File: config.mk
export PLATFORM = sky130hd
export DESIGN_NAME = hazard_scoreboard_unit
export DESIGN_NICKNAME = d
export VERILOG_FILES = /design/src/rtl/hazard_scoreboard_unit.sv
export SDC_FILE = /design/constraint.sdc
export NUM_CORES = 1
export LEC_CHECK = 0
export BUFFER_PORTS_ARGS = -buffer_cell sky130_fd_sc_hd__buf_2
export CAP_MARGIN = 20
export CORE_UTILIZATION = 58
export CTS_CLUSTER_DIAMETER = 80
export DETAILED_ROUTE_END_ITERATION = 8
export HOLD_SLACK_MARGIN = 0.02
export PLACE_DENSITY = 0.85
export REMOVE_ABC_BUFFERS = 1
export SLEW_MARGIN = 25
export SYNTH_ARGS = -nofsm -noshare
export SYNTH_HDL_FRONTEND = slang
export SYNTH_SLANG_ARGS = --single-unit
export TNS_END_PERCENT = 100
File: constraint.sdc
create_clock -name clk -period 3.2 [get_ports clk]
set_input_delay 0.16 -clock clk [delete_from_list [all_inputs] [get_ports clk]]
set_output_delay 0.16 -clock clk [all_outputs]
set_load 0.02 [all_outputs]
File: src/rtl/hazard_scoreboard_unit.sv
// -----------------------------------------------------------------------------
// hazard_scoreboard_unit
//
// Purpose:
//   Countdown-scoreboard hazard unit placed between the ID stage and the
//   IF/ID and ID/EX pipeline registers. Every architectural register has a
//   small counter giving the remaining cycles until its in-flight writer's
//   result becomes forwardable. The condition flags have one more counter of
//   the same kind. The ID instruction is held (PC and IF/ID frozen, a bubble
//   sent into ID/EX) while any operand or flag it reads is still counting
//   down. A taken branch resolved in EX squashes both IF/ID and ID/EX and
//   overrides any stall.
//   A watchdog raises a sticky error when one continuous stall reaches
//   MAX_STALL cycles.
//
// Optional feature (macro HAZARD_PERF_EN):
//   When defined, a 16-bit saturating output stall_cycles counts the cycles
//   spent stalling. When undefined, the port and counter are absent.
//
// Ports:
//   clk             pipeline clock, rising edge
//   rst_n           asynchronous active-low reset
//   id_valid        ID stage holds a real instruction
//   id_rs1_en/rs1   first source register read enable / index
//   id_rs2_en/rs2   second source register read enable / index
//   id_rd_we/rd     destination register write enable / index
//   id_is_load      ID instruction is a memory load
//   id_sets_flags   ID instruction writes the condition flags
//   id_uses_flags   ID instruction is a flag-reading conditional branch
//   ex_branch_taken branch resolved taken in EX this cycle
//   pc_write        PC update enable
//   if_write        IF/ID register load enable
//   idex_flush      insert a bubble into ID/EX
//   ifid_flush      squash the IF/ID contents
//   stall_err       sticky watchdog error
//   stall_cycles    stall cycle counter (HAZARD_PERF_EN only)
// -----------------------------------------------------------------------------
module hazard_scoreboard_unit #(
   parameter int NUM_REGS  = 8,
   parameter int REG_AW    = 3,
   parameter int LOAD_LAT  = 1,
   parameter int FLAG_LAT  = 1,
   parameter int MAX_STALL = 15
) (
   input  logic              clk,
   input  logic              rst_n,
   input  logic              id_valid,
   input  logic              id_rs1_en,
   input  logic [REG_AW-1:0] id_rs1,
   input  logic              id_rs2_en,
   input  logic [REG_AW-1:0] id_rs2,
   input  logic              id_rd_we,
   input  logic [REG_AW-1:0] id_rd,
   input  logic              id_is_load,
   input  logic              id_sets_flags,
   input  logic              id_uses_flags,
   input  logic              ex_branch_taken,
   output logic              pc_write,
   output logic              if_write,
   output logic              idex_flush,
   output logic              ifid_flush,
   output logic              stall_err
`ifdef HAZARD_PERF_EN
   ,
   output logic [15:0]       stall_cycles
`endif
);

   // Stall length counter is at least 4 bits and wide enough for MAX_STALL.
   localparam int SLW = ($clog2(MAX_STALL + 1) > 4) ? $clog2(MAX_STALL + 1) : 4;

   localparam logic [2:0]     LOAD_V = 3'(LOAD_LAT);
   localparam logic [2:0]     FLAG_V = 3'(FLAG_LAT);
   localparam logic [SLW-1:0] MAX_V  = SLW'(MAX_STALL);

   typedef enum logic {RUN, STALL} state_t;

   logic [2:0]     cnt [NUM_REGS];
   logic [2:0]     flag_cnt;
   state_t         state;
   logic [SLW-1:0] stall_len;
   logic [SLW-1:0] stall_len_nxt;

   logic rs1_busy;
   logic rs2_busy;
   logic hz;
   logic stall_now;
   logic issue;

   // ---------------------------------------------------------------------------
   // Hazard detection. Only the counters as they stand before this edge are
   // consulted, so an instruction reading and writing the same register sees
   // the previous writer, never itself.
   // ---------------------------------------------------------------------------
   always_comb begin
      // NOTE: every variable written here gets a default first, so no path
      // leaves it unassigned and no latch is inferred.
      rs1_busy = 1'b0;
      rs2_busy = 1'b0;
      for (int r = 0; r < NUM_REGS; r++) begin
         if (id_rs1 == REG_AW'(r) && cnt[r] != 3'd0) rs1_busy = 1'b1;
         if (id_rs2 == REG_AW'(r) && cnt[r] != 3'd0) rs2_busy = 1'b1;
      end
      hz = id_valid & ((id_rs1_en & rs1_busy) |
                       (id_rs2_en & rs2_busy) |
                       (id_uses_flags & (flag_cnt != 3'd0)));
      stall_now = hz & ~ex_branch_taken;
      issue     = id_valid & ~hz & ~ex_branch_taken;
   end

   // Pipeline controls; a taken branch overrides a stall.
   always_comb begin
      pc_write   = 1'b1;
      if_write   = 1'b1;
      idex_flush = 1'b0;
      ifid_flush = 1'b0;
      if (ex_branch_taken) begin
         idex_flush = 1'b1;
         ifid_flush = 1'b1;
      end else if (hz) begin
         pc_write   = 1'b0;
         if_write   = 1'b0;
         idex_flush = 1'b1;
      end
   end

   // ---------------------------------------------------------------------------
   // Register and flag scoreboard. A newly issued writer replaces whatever the
   // counter held: a load restarts the countdown, while an ALU writer clears
   // it because its result forwards straight from EX.
   // ---------------------------------------------------------------------------
   always_ff @(posedge clk or negedge rst_n) begin
      if (!rst_n) begin
         // NOTE: the counter array is architectural state that must start
         // clear, so it is reset element by element rather than left to power-up.
         for (int r = 0; r < NUM_REGS; r++) cnt[r] <= 3'd0;
         flag_cnt <= 3'd0;
      end else begin
         for (int r = 0; r < NUM_REGS; r++) begin
            if (issue && id_rd_we && id_rd == REG_AW'(r)) begin
               cnt[r] <= id_is_load ? LOAD_V : 3'd0;
            end else if (cnt[r] != 3'd0) begin
               // NOTE: sequential state uses non-blocking assignment so all
               // registers update together from pre-edge values.
               cnt[r] <= cnt[r] - 3'd1;
            end
         end
         if (issue && id_sets_flags) begin
            flag_cnt <= id_is_load ? LOAD_V : FLAG_V;
         end else if (flag_cnt != 3'd0) begin
            flag_cnt <= flag_cnt - 3'd1;
         end
      end
   end

   // ---------------------------------------------------------------------------
   // Stall tracking FSM and watchdog. stall_len counts the cycles of the
   // current stall; the error is raised on the edge where it reaches the limit.
   // ---------------------------------------------------------------------------
   always_comb begin
      stall_len_nxt = '0;
      if (stall_now) begin
         if (state == RUN)           stall_len_nxt = SLW'(1);
         else if (stall_len == '1)   stall_len_nxt = stall_len;
         else                        stall_len_nxt = stall_len + SLW'(1);
      end
   end

   always_ff @(posedge clk or negedge rst_n) begin
      if (!rst_n) begin
         state     <= RUN;
         stall_len <= '0;
         stall_err <= 1'b0;
      end else begin
         case (state)
            RUN:     if (stall_now)  state <= STALL;
            STALL:   if (!stall_now) state <= RUN;
            default: state <= RUN;
         endcase
         stall_len <= stall_len_nxt;
         if (stall_len_nxt >= MAX_V) stall_err <= 1'b1;
      end
   end

`ifdef HAZARD_PERF_EN
   always_ff @(posedge clk or negedge rst_n) begin
      if (!rst_n) begin
         stall_cycles <= 16'd0;
      end else if (stall_now && stall_cycles != 16'hFFFF) begin
         stall_cycles <= stall_cycles + 16'd1;
      end
   end
`endif

endmodule

### Yosys cells after proc, flatten, opt, wreduce, memory -nomap -nowiden

Index checks and enable logic that the tools add are counted.

* add/sub/neg operators: 10
* magnitude comparators: 1
* eq/ne operators: 22
* mux-type cells: 44
* bitwise operators: 11
* reduce and logical (&&, ||, !) cells: 47

Operators with widths (count)
* $mux W3: 18
* $eq A3 B3 Y1 const B: 12
* $reduce_bool A3 Y1: 9
* $sub A3 B1 Y3 const B: 9
* $logic_and A1 B1 Y1: 26
* $mux W1: 23
* $eq A3 B2 Y1 const B: 6
* $reduce_bool A2 Y1: 9
* $mux W4: 3
* $eq A3 B1 Y1 const B: 3
* $logic_not A3 Y1: 3
* $and A1 B1 Y1: 7
* $add A4 B1 Y4 const B: 1
* $eq A4 B4 Y1 const B: 1
* $ge A4 B4 Y1 const B: 1
* $not A1 Y1: 2
* $or A1 B1 Y1: 2

* flip-flop bits (word level): 33
* bits of input ports: 19
* output and inout bits: 5
* logic and storage cells: 147

### Logic depth before layout (Yosys ltp)

Gate-level depths: netlist of the first run.

* depth after elaboration: 20
* gate-level depth with buffers: 9

### Least setup slack after synthesis of the first run

Ideal clock, no wire load.

* kind: reg2out
* from: register cnt[15] (netlist name)
* to: output idex_flush
* arrival time: 2.392 ns
* required time: 3.040 ns
* slack: 0.648 ns
* cell stages (with the launch flop): 10
* path buffers: 1
* path through: dfrtp_1 -> inv_1 -> ha_1 -> ha_1 -> buf_6 -> nor2b_4 -> a211o_1 -> a221oi_4 -> nor3_2 -> o21bai_1

* cells in the longest elaborated chain, start to end: 14

RTL lines
* start: declaration: RTL line 78 `logic [2:0] cnt [NUM_REGS];`
* start signal: indexed assignment: RTL line 141 `cnt[r] <= id_is_load ? LOAD_V : 3'd0;`
* start signal: indexed assignment: RTL line 145 `cnt[r] <= cnt[r] - 3'd1;`
* $reduce_bool A3 Y1 (*): RTL line 101, 102
* $logic_and A1 B1 Y1, on equally long branches: RTL line 101, 102
* $mux W1, on equally long branches (6 in series): RTL line 101, 102
* $and A1 B1 Y1, on equally long branches: RTL line 104, 105
* $or A1 B1 Y1 (*): RTL line 104 `hz = id_valid & ((id_rs1_en & rs1_busy) |`
* $or A1 B1 Y1 (*): RTL line 105 `(id_rs2_en & rs2_busy) |`
* $and A1 B1 Y1 (*): RTL line 104
* $mux W1 (*): RTL line 120 `end else if (hz) begin`
* $mux W1 (*): RTL line 117 `if (ex_branch_taken) begin`
* end: declaration: RTL line 60 `output logic idex_flush,`

Every way passes the cells marked *; elsewhere a longest branch is shown, timed or not.

### Worst setup path in the final report of the first run

Ends and elaborated chain as after synthesis.

==> impl_metrics.csv, run 1 <==
group,metric,value,unit
outcome,status,"completed",
timing,rsz0062_at_grt,"false",
floorplan,std_cell_rows,22,
placement,port_buffers,23,
pwr,p_leak,0.00118,uW
worst_setup_path,cp.required,3040,ps
logic_synthesis,yosysTopAreaCellShare,0.365,
cells_and_area,multi_input_area,0.00129,sq mm
timing,fin_setup_tns,0,ps
timing,finalSetupViolations,0,
logic_synthesis,synth_seq_cells,33,
floorplan,initial_core_util,0.614,
detailed_routing,drc,0,
cells_and_area,nFillCells,307,
timing,fin_crit,2810,ps
timing,max_clock_freq,356,MHz
worst_setup_path,path_class,"register to output port",
clock_network,htree_levels,2,
placement,detailed_place.area,0.00241,sq mm
detailed_routing,wire_per_inst,13.5,um
timing,tightest_slew,744,ps
clock_network,cts_made_buffers,5,
pwr,vdd_drop_max,492,uV
detailed_routing,vias,1696,
detailed_routing,drt_iter0_markers,43,
clock_network,root_buffer,"clkbuf_8",
logic_synthesis,netlist_area,0.00226,sq mm
logic_synthesis,yosysSeqAreaShare,0.365,
pwr,powerDensity,840,mW/mm^2
placement,gp_congestion,0.785,
min_path,hold_path_class,"input pin to register",
worst_setup_path,endpoint_kind,"output port",
clock_network,clock_latency,290,ps
cells_and_area,regArea,826,sq um
logic_synthesis,avgSynthCellArea,9.71,sq um
clock_network,clock_sinks,33,
logic_synthesis,synth_flop_cell,"dfrtp_1",
timing,fin_crit_sh,0.877,
floorplan,core-area,0.00369,sq mm
pwr,total_power,2110,uW
clock_network,cts_tree,"yes",
worst_setup_path,arrival,2650,ps
logic_synthesis,synth_edf_count,0,
detailed_routing,drtAntennaViolNets,0,
worst_setup_path,cp_max_fo,7,
job,drv_cap,0,
floorplan,pin_count,24,
worst_setup_path,start_kind,"register",
cells_and_area,insertedDiodeCount,0,
placement,dp_hpwl,3.21,mm
grt,grt_pass1_vias,1717,
clock_network,cts_resized,0,
detailed_routing,drt-total-wl,4.16,mm
timing,hold_violations,0,
floorplan,design.die.area,0.00416,sq mm
floorplan,die_y,64.5,um
grt,overflow,0,
min_path,hold_depth,2,
grt,grt_max_degree,34,
cells_and_area,fin_area,0.00251,sq mm
timing,relSlewSlack,0.504,
cells_and_area,nNetsFinal,297,
timing,fin_worst_skew,4.04,ps
logic_synthesis,synth_warnings,0,
cells_and_area,drive_above_1_share,0.185,
logic_synthesis,synth_top_cell_by_area,"dfrtp_1",
grt,antenna_found_initial,0,
logic_synthesis,synthDistinctLibCells,44,
detailed_routing,firstDrtPassIters,4,
cells_and_area,area_delta_synth_final,10.8,%
grt,grt_pass1_wl,7.27,mm
logic_synthesis,synthArstFlopShare,1.00,
floorplan,die_w,64.5,um
grt,track_usage,0.230,
logic_synthesis,synthCells,233,
clock_network,cts.clk_slew.worst_paths,60,ps
worst_setup_path,reg2regPathDepth,8,
detailed_routing,vias_per_cell,5.52,
timing,drv_slew,0,
logic_synthesis,ys_top_cells_by_area,"dfrtp_1, ha_1, nor2_1",
clock_network,clockBufferDepth,2,
power by group:
part	leakage [uW]	internal (uW)	switching [uW]	total, uW
clock network	0.0000443	170	144	314
logic	0.000737	490	584	1070
registers	0.000402	614	105	719
total	0.00118	1270	832	2110
critical path, stage by stage (launching register included):
cell and delay, ps:
dfrtp_1 360, inv_1 50, ha_1 190, ha_1 280, nor2b_4 160, a211o_1 300, a221oi_4 360, buf_4 260
nor3_2 100, o21bai_1 140, buf_2 170
worst paths after layout:
check	from	endpoint	slack (ps)
max	cnt[15]	idex_flush	390
min	id_sets_flags	flag_cnt[1]	80
max reg2reg	cnt[18]	cnt[0]	690
min reg2reg	stall_err	stall_err	490
max in group asynchronous	rst_n	cnt[6]	2250
min in group asynchronous	rst_n	flag_cnt[1]	470
area by class of cell:
class | count | share of cell area
inverter | 27 | 0.0404
timing repair buffer | 26 | 0.0559
clock buffer | 7 | 0.0344
sequential | 33 | 0.329
multi-input combinational | 166 | 0.516
tap | 48 | 0.0239
per-stage QoR:
| step | setup WS, ps | cells | utilization | hold WS (ps) |
|---|---|---|---|---|
| 2_1_floorplan | 666 | 226 | - | -136 |
| 3_3_place_gp | 775 | 299 | 0.654 | 259 |
| 3_5_place_dp | 698 | 299 | 0.654 | 262 |
| 4_1_cts | 387 | 307 | 0.680 | 74.1 |
| 5_1_grt | 221 | 307 | 0.680 | 87.6 |
| 6_report | 394 | 307 | 0.680 | 76.4 |
sequential cells by signal, indices dropped and copies added (netlist names):
name	count
cnt	24
stall_len	4
flag_cnt	3
stall_err	1
state	1
metal layers:
metal / wire length (um) / GRT usage
met1: 1850 / 0.255
met2: 2130 / 0.409
met3: 91 / 0.0599
met4: 91 / 0.108
met5: 0 / 0
Yosys cell counts (all sizes together) (2+ instances only):
master / number
a211oi: 2
a21oi: 17
a221oi: 2
a31oi: 3
and3: 2
buf: 5
clkbuf: 2
dfrtp: 33
ha: 19
inv: 27
mux2: 8
mux2i: 7
nand2: 3
nand2b: 5
nand3b: 5
nor2: 35
nor2b: 5
nor3: 12
nor3b: 2
nor4b: 3
o211ai: 2
o21ai: 3
o21bai: 2
o311ai: 3
o31ai: 5
or3b: 2
xnor2: 11
placed cells by master, fill, tap and decap left out, types with 3 or more instances in the layout:
master    count
nor2b_1       4
o31ai_1       4
a21oi_1      16
nand2_1       3
nor3_2        9
xnor2_1      11
nor3_1        3
inv_1        27
o311ai_1      3
mux2i_1       7
dfrtp_1      33
a31oi_1       3
ha_1         19
nor2_1       35
buf_2        23
nand2b_1      4
nor4b_1       3
mux2_1        8
nand3b_1      5
clkbuf_8      6
what timing repair did:
| item | in CTS | in global routing |
|---|---|---|
| setup buffers | 0 | 0 |
| hold buffers | 1 | 0 |
| endpoints found under the hold margin | 33 | 0 |
logic make-up (layout without fill, tap and decap cells):
group / Yosys count / after routing / share of synthesized area
DFF: 33 / 33 / 0.365
AOI/OAI and AO/OA: 41 / 41 / 0.139
muxes: 15 / 15 / 0.0708
and+or+nand+nor: 80 / 80 / 0.214
adders and majority gates: 19 / 19 / 0.105
xor gates and xnor gates: 11 / 11 / 0.0426
buffers and inverters: 34 / 60 / 0.0630
No activity file was read; power rests on OpenSTA's default activity.
==> run 2: changes to the inputs <==
Settings changed: BUFFER_PORTS_ARGS -buffer_cell sky130_fd_sc_hd__buf_2 to unset, DONT_BUFFER_PORTS set to 1, PLACE_DENSITY 0.85 to 0.8.
==> run 2 against run 1 <==
Global-route usage grew 0.32 points. Via count is 3.7% lower. Count of clock-buffer cells in the layout fell by 1.
==> impl_metrics.csv, run 2 (synthesis results as in run 1) <==
group,metric,value,unit
worst_setup_path,start_kind,"register",
clock_network,cts.clk_slew.worst_paths,60,ps
timing,tightest_slew,634,ps
floorplan,core-area,0.00369,sq mm
timing,max_clock_freq,350,MHz
detailed_routing,drc,0,
clock_network,clockBufferDepth,2,
cells_and_area,utilization,0.661,
timing,relSlewSlack,0.575,
clock_network,cts_hold_buf,4,
placement,detailed_place.area,0.00230,sq mm
floorplan,initial_core_util,0.614,
worst_setup_path,r2r-start,"cnt[12]",
worst_setup_path,endpoint_kind,"output port",
min_path,hold_depth,4,
cells_and_area,largestRegisters,"cnt: 24 flops, stall_len: 4 flops, flag_cnt: 3 flops",
job,drv_cap,0,
cells_and_area,largest_reg_flops,24,
detailed_routing,drt_iter0_markers,67,
cells_and_area,final_cell_mix,"nor2_1, dfrtp_1, inv_1",
floorplan,pin_count,24,
cells_and_area,fin_area,0.00244,sq mm
worst_setup_path,cp_max_fo,7,
grt,grt_pass1_vias,1594,
floorplan,design.die.area,0.00416,sq mm
grt,antenna_found_initial,0,
worst_setup_path,reg2regPathDepth,8,
cells_and_area,nFillCells,300,
detailed_routing,vias,1634,
grt,grt_max_degree,34,
cells_and_area,final_cells,289,
floorplan,die_w,64.5,um
detailed_routing,drtAntennaViolNets,0,
pwr,total_power,2080,uW
detailed_routing,vias_per_cell,5.65,
cells_and_area,regArea,826,sq um
cells_and_area,drive_above_1_share,0.116,
floorplan,die_y,64.5,um
timing,fin_worst_skew,3.98,ps
grt,grt_pass1_wl,7.25,mm
placement,dp_cells,277,
worst_setup_path,reg2reg_slack,580,ps
pwr,p_leak,0.00112,uW
worst_setup_path,r2r_end,"cnt[6]",
clock_network,clock_sinks,33,
cells_and_area,insertedDiodeCount,0,
timing,drv_slew,0,
timing,fin_setup_tns,0,ps
pwr,vdd_drop_max,532,uV
placement,dp_hpwl,3.07,mm
clock_network,htree_levels,2,
timing,fin_crit,2860,ps
pwr,powerDensity,853,mW/mm^2
timing,hold_violations,0,
clock_network,cts_tree,"yes",
grt,overflow,0,
cells_and_area,multi_input_area,0.00129,sq mm
detailed_routing,wire_per_inst,15.0,um
clock_network,root_buffer,"clkbuf_8",
cells_and_area,nNetsFinal,278,
min_path,hold_path_class,"input pin to register",
worst_setup_path,path_class,"register to output port",
clock_network,clock_latency,290,ps
min_path,hold-path-endpoint,"cnt[16]",
cells_and_area,top_register,"cnt",
cells_and_area,final_common_cell,"nor2_1",
clock_network,cts_setup_buffers,0,
min_path,min_from,"id_rd[2]",
detailed_routing,drt-total-wl,4.34,mm
timing,fin_crit_sh,0.893,
clock_network,cts_made_buffers,5,
outcome,status,"completed",
timing,finalSetupViolations,0,
timing,rsz0062_at_grt,"false",
placement,gp_congestion,0.803,
clock_network,cts_resized,0,
detailed_routing,firstDrtPassIters,6,
worst_setup_path,arrival,2700,ps
placement,port_buffers,0,
grt,track_usage,0.234,
floorplan,std_cell_rows,22,
worst_setup_path,cp.required,3040,ps
cells_and_area,area_delta_synth_final,7.68,%
-- run 2: layout make-up --
| cell class | count | share of cell area |
|---|---|---|
| clock buffers | 6 | 0.0298 |
| inverters | 27 | 0.0416 |
| well taps | 48 | 0.0246 |
| repair buffers | 7 | 0.0298 |
| multi-input cells | 166 | 0.531 |
| clock inverters | 2 | 0.00411 |
| flip-flops and latches | 33 | 0.339 |
-- run 2: worst max path at each step --
stage	startpoint	endpoint	slack, ps
floorplan	cnt[15]	idex_flush	670
CTS	cnt[15]	idex_flush	330
detailed placement	cnt[15]	cnt[9]	580
global route	cnt[15]	idex_flush	180
finish	cnt[15]	idex_flush	340
global placement	cnt[12]	cnt[6]	660
-- run 2: per-layer routing --
layer  part of all wire  vias up  wire (um)  GRT usage
met2               0.50        8       2170      0.386
met3              0.024        5        103     0.0722
met5                  0        -          0          0
met1               0.46      803       2010      0.287
met4              0.012        0         52     0.0861
li1                   -      818          -          -
-- run 2: critical path: stages, from the launching register on --
cell and delay, ps:
dfrtp_1 370, inv_1 50, ha_1 190, ha_1 280, nor2b_4 160, a211o_1 300, a221oi_4 490, nor3_2 170
o21bai_1 390
-- run 2: power breakdown --
| group | switching, uW | internal, uW | leakage (uW) |
|---|---|---|---|
| clock network | 155 | 150 | 0.0000450 |
| registers | 107 | 614 | 0.000402 |
| logic | 571 | 483 | 0.000670 |
-- run 2: per-stage QoR --
step	worst slack, ps	hold WS (ps)
floorplan	666	-136
global placement	660	-135
detailed placement	583	-135
CTS	326	155
global route	181	183
finish	342	159
==> run 3: changes to the inputs <==
Settings changed: PLACE_DENSITY 0.8 to 0.76.
==> run 3 against run 2 <==
Global-route usage fell by 2.3 points. Core utilization is 0.10 points lower. Wire length down 11%.
==> impl_metrics.csv, run 3 (synthesis results as in run 1) <==
group,metric,value,unit
detailed_routing,wire_per_inst,13.5,um
clock_network,root_buffer,"clkbuf_8",
floorplan,initial_core_util,0.614,
pwr,power_frac_seq,0.348,
pwr,p_switching,799,uW
timing,fin_worst_skew,4.55,ps
timing,rsz0062_at_grt,"false",
clock_network,clock_latency,280,ps
clock_network,cts_tree,"yes",
clock_network,clock_sinks,33,
timing,fin_setup_tns,0,ps
detailed_routing,vias_per_cell,5.49,
min_path,hold_path_class,"input pin to register",
worst_setup_path,reg2reg_slack,570,ps
timing,finalSetupViolations,0,
floorplan,design.die.area,0.00416,sq mm
floorplan,pin_count,24,
floorplan,core-area,0.00369,sq mm
pwr,p_leak,0.00111,uW
clock_network,cts_made_buffers,5,
grt,grt_pass1_wl,6.61,mm
grt,antenna_found_initial,0,
placement,pre_cts_ws,504,ps
detailed_routing,vias,1576,
timing,drv_slew,0,
detailed_routing,drc,0,
timing,tightest_slew,740,ps
cells_and_area,area_delta_synth_final,7.52,%
worst_setup_path,cp.required,3040,ps
worst_setup_path,cp_max_fo,10,
timing,timing.hold.ws,168,ps
placement,port_buffers,0,
cells_and_area,drive_above_1_share,0.109,
grt,track_usage,0.211,
job,drv_cap,0,
detailed_routing,drtAntennaViolNets,0,
worst_setup_path,endpoint_kind,"output port",
cells_and_area,largestRegisters,"cnt: 24 flops, stall_len: 4 flops, flag_cnt: 3 flops",
detailed_routing,drt_iter0_markers,115,
pwr,p_clk_frac,0.151,
clock_network,htree_levels,2,
pwr,vdd_drop_max,376,uV
clock_network,cts.clk_slew.worst_paths,60,ps
timing,fin_ws,201,ps
cells_and_area,final_cell_mix,"nor2_1, dfrtp_1, inv_1",
grt,grt_max_degree,34,
floorplan,die_y,64.5,um
clock_network,clockBufferDepth,2,
timing,relSlewSlack,0.507,
worst_setup_path,start_kind,"register",
detailed_routing,firstDrtPassIters,4,
worst_setup_path,arrival,2840,ps
grt,grt_pass1_vias,1524,
cells_and_area,largest_reg_flops,24,
timing,fin_crit_sh,0.937,
pwr,powerDensity,847,mW/mm^2
placement,dp_cells,276,
floorplan,std_cell_rows,22,
cells_and_area,final_common_cell,"nor2_1",
placement,gp_congestion,0.778,
worst_setup_path,path_class,"register to output port",
pwr,intPower,1260,uW
cells_and_area,insertedDiodeCount,0,
cells_and_area,top_register,"cnt",
placement,dp_hpwl,2.91,mm
cells_and_area,nNetsFinal,277,
cells_and_area,final_cells,287,
pwr,swShare,0.388,
timing,hold_violations,0,
outcome,status,"completed",
timing,max_clock_freq,333,MHz
floorplan,die_w,64.5,um
pwr,p_comb_frac,0.501,
grt,overflow,0,
clock_network,cts_resized,0,
detailed_routing,drt-total-wl,3.88,mm
cells_and_area,nFillCells,297,
pwr,total_power,2060,uW
timing,fin_crit,3000,ps
## run 3: final timing paths
path,end,cells past startpoint,startpoint
setup / recovery,idex_flush,8,cnt[15]
hold / removal,cnt[14],4,id_rd[2]
setup reg to reg,cnt[21],8,cnt[15]
hold reg to reg,cnt[14],2,cnt[14]
max in group asynchronous,stall_len[1],2,rst_n
min in group asynchronous,cnt[13],2,rst_n
## run 3: layer usage
| metal | GRT usage | up-vias | part of all wire | wire length (um) |
|---|---|---|---|---|
| met5 | 0 | - | 0 | 0 |
| met3 | 0.0546 | 8 | 0.022 | 85 |
| met1 | 0.251 | 742 | 0.46 | 1800 |
| met4 | 0.0889 | 0 | 0.019 | 72 |
| met2 | 0.359 | 10 | 0.49 | 1920 |
| li1 | - | 816 | - | - |
## run 3: area by class of cell
class | instances | area, sq um | share of cell area
Multi-Input combinational cell | 166 | 1290 | 0.532
Sequential cell | 33 | 826 | 0.339
Tap cell | 48 | 60.1 | 0.0247
Inverter | 27 | 101 | 0.0416
Timing Repair Buffer | 6 | 65.1 | 0.0267
Clock buffer | 7 | 86.3 | 0.0355
## run 3: critical path, cell delays in order, from the launching register on
cell      delay (ps)
dfrtp_1          360
inv_1             50
ha_1             190
ha_1             270
nor2b_4          160
a211o_1          290
a221oi_4         650
nor3_2           170
o21bai_1         400
## run 3: through the flow
stage          instance area [sq um]   util
2_1_floorplan                   2220      -
3_3_place_gp                    2300  0.623
3_5_place_dp                    2300  0.623
4_1_cts                         2430  0.660
5_1_grt                         2430  0.660
6_report                        2430  0.660
## run 3: power by group through the flow
| stage | Combinational [uW] | Clock [uW] | Sequential, uW |
|---|---|---|---|
| floorplan | 861 | 0 | 702 |
| global placement | 982 | 0 | 717 |
| detailed placement | 1020 | 0 | 726 |
| CTS | 1040 | 325 | 719 |
| global route | 1200 | 343 | 737 |
| finish | 1030 | 311 | 718 |
## run 3: timing repair
item                       in CTS  in global routing
setup endpoints to repair       0                  0
hold buffers                    4                  0
setup buffers                   0                  0
hold endpoints to repair       44                  0
